File: src/rtl/load_store_unit.sv
// Load/store unit: one memory transaction in flight between the controller and the data bus.
// Optional MISALIGN_TRAP_EN: abort misaligned halfword/word accesses without touching the bus.
module load_store_unit #(
  parameter int unsigned TIMEOUT_CYC = 255
) (
  input  logic        clk,
  input  logic        rst,
  input  logic        core_req_valid,
  output logic        core_req_ack,
  input  logic [31:0] core_addr,
  input  logic [7:0]  core_type,
  input  logic [31:0] core_wdata,
  output logic        core_done,
  output logic [31:0] core_rdata,
  output logic        core_err,
  output logic [31:0] Address,
  output logic        MemRead,
  output logic        MemWrite,
  output logic [31:0] Write_data,
  output logic [3:0]  Write_strb,
  input  logic        Mem_Req_Ack,
  input  logic [31:0] Read_data,
  input  logic        Read_data_Valid,
  output logic        Read_data_Ack
);

  localparam int T_LW  = 0;
  localparam int T_LB  = 1;
  localparam int T_LBU = 2;
  localparam int T_LH  = 3;
  localparam int T_LHU = 4;
  localparam int T_SW  = 5;
  localparam int T_SB  = 6;
  localparam int T_SH  = 7;

  localparam int unsigned CNT_W = (TIMEOUT_CYC > 1) ? $clog2(TIMEOUT_CYC) : 1;
  localparam bit TMO_EN = (TIMEOUT_CYC != 0);
  localparam logic [CNT_W-1:0] TMO_LAST = CNT_W'(TIMEOUT_CYC - 1);

  typedef enum logic [1:0] {
    S_IDLE = 2'd0,
    S_REQ  = 2'd1,
    S_RESP = 2'd2,
    S_DONE = 2'd3
  } state_e;

  state_e            state_q, state_d;
  logic [CNT_W-1:0]  cnt_q, cnt_d;
  logic              err_q, err_d;
  logic [31:0]       addr_q;
  logic [7:0]        type_q;
  logic [31:0]       wdata_q;
  logic [3:0]        strb_q;
  logic [31:0]       rdata_q;

  logic accept;
  logic capture;
  logic misalign;
  logic is_load_q;
  logic tmo_hit;

  function automatic logic is_onehot(input logic [7:0] t);
    logic seen;
    logic multi;
    seen  = 1'b0;
    multi = 1'b0;
    for (int i = 0; i < 8; i++) begin
      if (t[i]) begin
        if (seen) multi = 1'b1;
        seen = 1'b1;
      end
    end
    return seen && !multi;
  endfunction

  function automatic logic [3:0] store_strb(input logic [7:0] t, input logic [1:0] o);
    logic [3:0] s;
    s = 4'b0000;
    if (t[T_SW])      s = 4'b1111;
    else if (t[T_SH]) s = o[1] ? 4'b1100 : 4'b0011;
    else if (t[T_SB]) s = 4'b0001 << o;
    return s;
  endfunction

  function automatic logic [31:0] store_data(input logic [7:0] t, input logic [31:0] w);
    logic [31:0] d;
    d = w;
    if (t[T_SH])      d = {2{w[15:0]}};
    else if (t[T_SB]) d = {4{w[7:0]}};
    return d;
  endfunction

  function automatic logic [31:0] load_extract(input logic [7:0] t, input logic [1:0] o,
                                               input logic [31:0] rd);
    logic [7:0]  b;
    logic [15:0] h;
    logic [31:0] r;
    case (o)
      2'd0:    b = rd[7:0];
      2'd1:    b = rd[15:8];
      2'd2:    b = rd[23:16];
      default: b = rd[31:24];
    endcase
    h = o[1] ? rd[31:16] : rd[15:0];
    r = rd;
    if (t[T_LB])       r = {{24{b[7]}}, b};
    else if (t[T_LBU]) r = {24'd0, b};
    else if (t[T_LH])  r = {{16{h[15]}}, h};
    else if (t[T_LHU]) r = {16'd0, h};
    return r;
  endfunction

`ifdef MISALIGN_TRAP_EN
  assign misalign = ((core_type[T_LW] | core_type[T_SW]) & (core_addr[1:0] != 2'b00)) |
                    ((core_type[T_LH] | core_type[T_LHU] | core_type[T_SH]) & core_addr[0]);
`else
  assign misalign = 1'b0;
`endif

  assign is_load_q = |type_q[T_LHU:T_LW];
  assign tmo_hit   = TMO_EN && (cnt_q == TMO_LAST);
  assign accept    = (state_q == S_IDLE) && core_req_valid;
  assign capture   = (state_q == S_RESP) && Read_data_Valid;

  always_ff @(posedge clk) begin
    if (rst) begin
      state_q <= S_IDLE;
      cnt_q   <= '0;
      err_q   <= 1'b0;
    end else begin
      state_q <= state_d;
      cnt_q   <= cnt_d;
      err_q   <= err_d;
    end
  end

  // Request fields are frozen at acceptance so the bus sees stable values for the whole REQ phase.
  always_ff @(posedge clk) begin
    if (rst) begin
      addr_q  <= '0;
      type_q  <= '0;
      wdata_q <= '0;
      strb_q  <= '0;
      rdata_q <= '0;
    end else begin
      if (accept) begin
        addr_q  <= core_addr;
        type_q  <= core_type;
        wdata_q <= store_data(core_type, core_wdata);
        strb_q  <= store_strb(core_type, core_addr[1:0]);
      end
      if (capture) begin
        rdata_q <= load_extract(type_q, addr_q[1:0], Read_data);
      end
    end
  end

  always_comb begin
    state_d = state_q;
    cnt_d   = cnt_q;
    err_d   = err_q;
    case (state_q)
      S_IDLE: begin
        if (core_req_valid) begin
          cnt_d = '0;
          if (!is_onehot(core_type) || misalign) begin
            state_d = S_DONE;
            err_d   = 1'b1;
          end else begin
            state_d = S_REQ;
            err_d   = 1'b0;
          end
        end
      end
      S_REQ: begin
        if (Mem_Req_Ack) begin
          cnt_d   = '0;
          state_d = is_load_q ? S_RESP : S_DONE;
        end else if (tmo_hit) begin
          state_d = S_DONE;
          err_d   = 1'b1;
        end else begin
          cnt_d = cnt_q + 1'b1;
        end
      end
      S_RESP: begin
        if (Read_data_Valid) begin
          state_d = S_DONE;
        end else if (tmo_hit) begin
          state_d = S_DONE;
          err_d   = 1'b1;
        end else begin
          cnt_d = cnt_q + 1'b1;
        end
      end
      default: state_d = S_IDLE;
    endcase
  end

  always_comb begin
    core_req_ack  = accept;
    MemRead       = 1'b0;
    MemWrite      = 1'b0;
    Read_data_Ack = 1'b0;
    core_done     = 1'b0;
    core_err      = 1'b0;
    case (state_q)
      S_REQ: begin
        MemRead  = is_load_q;
        MemWrite = !is_load_q;
      end
      S_RESP: Read_data_Ack = 1'b1;
      S_DONE: begin
        core_done = 1'b1;
        core_err  = err_q;
      end
      default: ;
    endcase
  end

  assign Address    = {addr_q[31:2], 2'b00};
  assign Write_data = wdata_q;
  assign Write_strb = strb_q;
  assign core_rdata = rdata_q;

endmodule

File: config.mk
export PLATFORM = sky130hd
export DESIGN_NAME = load_store_unit
export DESIGN_NICKNAME = d
export VERILOG_FILES = /design/src/rtl/load_store_unit.sv
export SDC_FILE = /design/constraint.sdc
export NUM_CORES = 1
export LEC_CHECK = 0
export BUFFER_PORTS_ARGS = -buffer_cell sky130_fd_sc_hd__buf_2
export CAP_MARGIN = 25
export CORE_ASPECT_RATIO = 0.9
export CORE_UTILIZATION = 40
export CTS_CLUSTER_SIZE = 24
export DETAILED_ROUTE_END_ITERATION = 10
export PLACE_DENSITY = 0.73
export SLEW_MARGIN = 10
export SYNTH_ARGS = -nofsm -noshare
export SYNTH_HDL_FRONTEND = slang
export SYNTH_SLANG_ARGS = --single-unit
File: constraint.sdc
create_clock -name clk -period 3.05 [get_ports clk]
set_input_delay 0.61 -clock clk [delete_from_list [all_inputs] [get_ports clk]]
set_output_delay 0.61 -clock clk [all_outputs]
set_load 0.05 [all_outputs]
==> impl_metrics.toml <==
[cts]
clock_sinks = 116
cts_setup_buffers = 0
numCtsBuffers = 17
cts_tree = "yes"
clockBufferDepth = 2
ctsResizeCount = 0
worstSkewPairLatency_ps = 410
root_buffer = "clkbuf_16"
clkSlewWorstSetupHoldPaths_ps = 50
ctsHoldBuffers = 0
htreeDepth = 4

[yosys]
syn_avg_cell_area_um2 = 8.20
yosys.cell_count.top_type = "nand2_1"
synth_area_um2 = 5690
ys_ff_latch = 116
syn_inst = 694
ys_types = 55
synthArstFlopShare_pct = 0
synth_top_area_cell = "dfxtp_1"
synth-edff-count = 0
yosys-top-cells-count = "nand2_1 (148), dfxtp_1 (116), a21oi_1 (79)"
ys.flop_type = "dfxtp_1"
synth.area.top_cells = "dfxtp_1 (41%), nand2_1 (9.8%), a21oi_1 (6.9%)"
seq_area_frac_synth_pct = 40.8
yosysWarnings = 0
synth_top_area_share_pct = 40.8

[detailed_routing]
drc = 0
postRouteAntennaNets = 0
viasPerCell = 5.24
drtIter0Drc = 435
dr.pass1.iters = 5
routedWlPerCell_um = 15.5
routed_wl_um = 16400
dr_total_vias = 5530

[setup_path]
cp.arrival_ps = 2120
critPathKind = "reg -> out"
cp-start-kind = "flip-flop"
endpoint_kind = "primary output"
crit_required_ps = 2440
path_max_fanout = 17

[die]
rows = 40
core-area_um2 = 13600
die_h_um = 115
fp.dieArea_um2 = 14700
io_pins = 215
die_w_um = 128
start_util_pct = 41.8

[sta]
slew-limit-headroom_pct = 43.3
hold_ws_ps = 434
finalCriticalPeriod_ps = 2730
fmax_ghz = 0.366
tns_ps = 0
post-route-period-util_pct = 89.6
fin_skew_ps = 7.22
hold_viol = 0
setup_viol = 0
grt_setup_unrepaired = "false"
finalMaxSlewViolations = 0
tightest_slew_ps = 850

[global_route]
grt.overflow.total = 0
grt_pass1_wl_um = 25600
grt_pass1_vias = 5159
grt_max_degree = 90
antenna_found_initial = 0
grt_usage_pct = 22.2

[flow_run]
drv.max_cap_violation_count = 0

[pwr]
ir_drop_mv = 0.514
p_leak_nw = 3.27
power_density_nw_per_um2 = 945
p_switching_w = 0.00298
pwr-share-clk_pct = 27.2
p_int_w = 0.00381
swShare_pct = 43.9
p_comb_share_pct = 43.3
power_frac_seq_pct = 29.5

[layout]
drive_above_1_share_pct = 31.7
areaGrowthSynthToFinish_pct = 26.3
n_antenna_cell = 0
nets = 972

[placement]
port_buffers = 212
place_hpwl_um = 11600
gp_congestion = 0.804

[run_status]
status = "finished, final reports clean"

[hold_path]
min_path_type = "in -> reg"
## registers in the layout, summed over array words and instances, names as in the netlist
register	cells
Write_data	32
type_q	5
cnt_q	8
addr_q	32
Write_strb	4
err_q	1
state_q	2
core_rdata	32
## per-stage QoR
stage / total power (W) / utilization, % / worst slack [ps] / cell area [um^2] / instances
after floorplan: 0.00436 / - / 906 / 5700 / 695
after global placement: 0.00494 / 48.8 / 729 / 6640 / 1026
after detailed placement: 0.00497 / 48.8 / 715 / 6640 / 1026
after CTS: 0.00683 / 52.8 / 267 / 7190 / 1056
after global routing: 0.00716 / 52.8 / 174 / 7190 / 1056
final: 0.00679 / 52.8 / 316 / 7190 / 1056
## layer usage
metal | GRT usage, % | routed length [um]
met1 | 28.0 | 7170
met4 | 7.69 | 236
met5 | 0 | 0
met3 | 7.82 | 1430
met2 | 35.4 | 7520
## worst max-delay path: stages, from the launching register on
cell and delay (ps):
dfxtp_1 340, or2_2 450, nor4_1 470, and2_1 200, buf_2 250
## cell type report
type | instances | area (um^2)
clock buffer | 25 | 495
clock inverter | 5 | 50.0
timing repair buffer | 223 | 1170
fill | 1332 | 6420
multi-input combinational | 489 | 2880
tap | 189 | 236
sequential | 116 | 2320
inverter | 9 | 33.8
## logic make-up after synthesis
family | synth area share, %
other | 0.0659
DFF | 40.8
muxes | 9.16
and+or+nand+nor | 18.2
AOI/OAI and AO/OA | 21.3
buffers and inverters | 8.75
adders and majority gates | 1.71
## final timing paths
check / start / end / cells past startpoint / slack [ps]
hold reg to reg: addr_q[18] / addr_q[18] / 2 / 450
hold / removal: core_addr[18] / addr_q[18] / 3 / 430
setup / recovery: type_q[1] / MemWrite / 4 / 320
setup reg to reg: state_q[0] / cnt_q[4] / 6 / 870
## power groups by stage
stage                     clock (W)  sequential (W)  combinational (W)
after floorplan                   0         0.00269            0.00166
after global placement            0         0.00202            0.00292
after detailed placement          0         0.00203            0.00294
after CTS                   0.00188         0.00200            0.00295
after global routing        0.00194         0.00204            0.00318
final                       0.00185         0.00200            0.00294
## placed cells by master (no fill, tap or decap), types with 9 or more instances in the layout
cell type    n
nand2_1    147
a21oi_1     79
dfxtp_1    116
a211oi_1    29
o21ai_0     18
nor2_1      57
a311oi_1     9
a21o_1      17
mux2i_1     24
mux2_2       9
buf_4       10
clkbuf_16   17
nor3_1      19
buf_2      211
(Power assumes the default switching activity.)
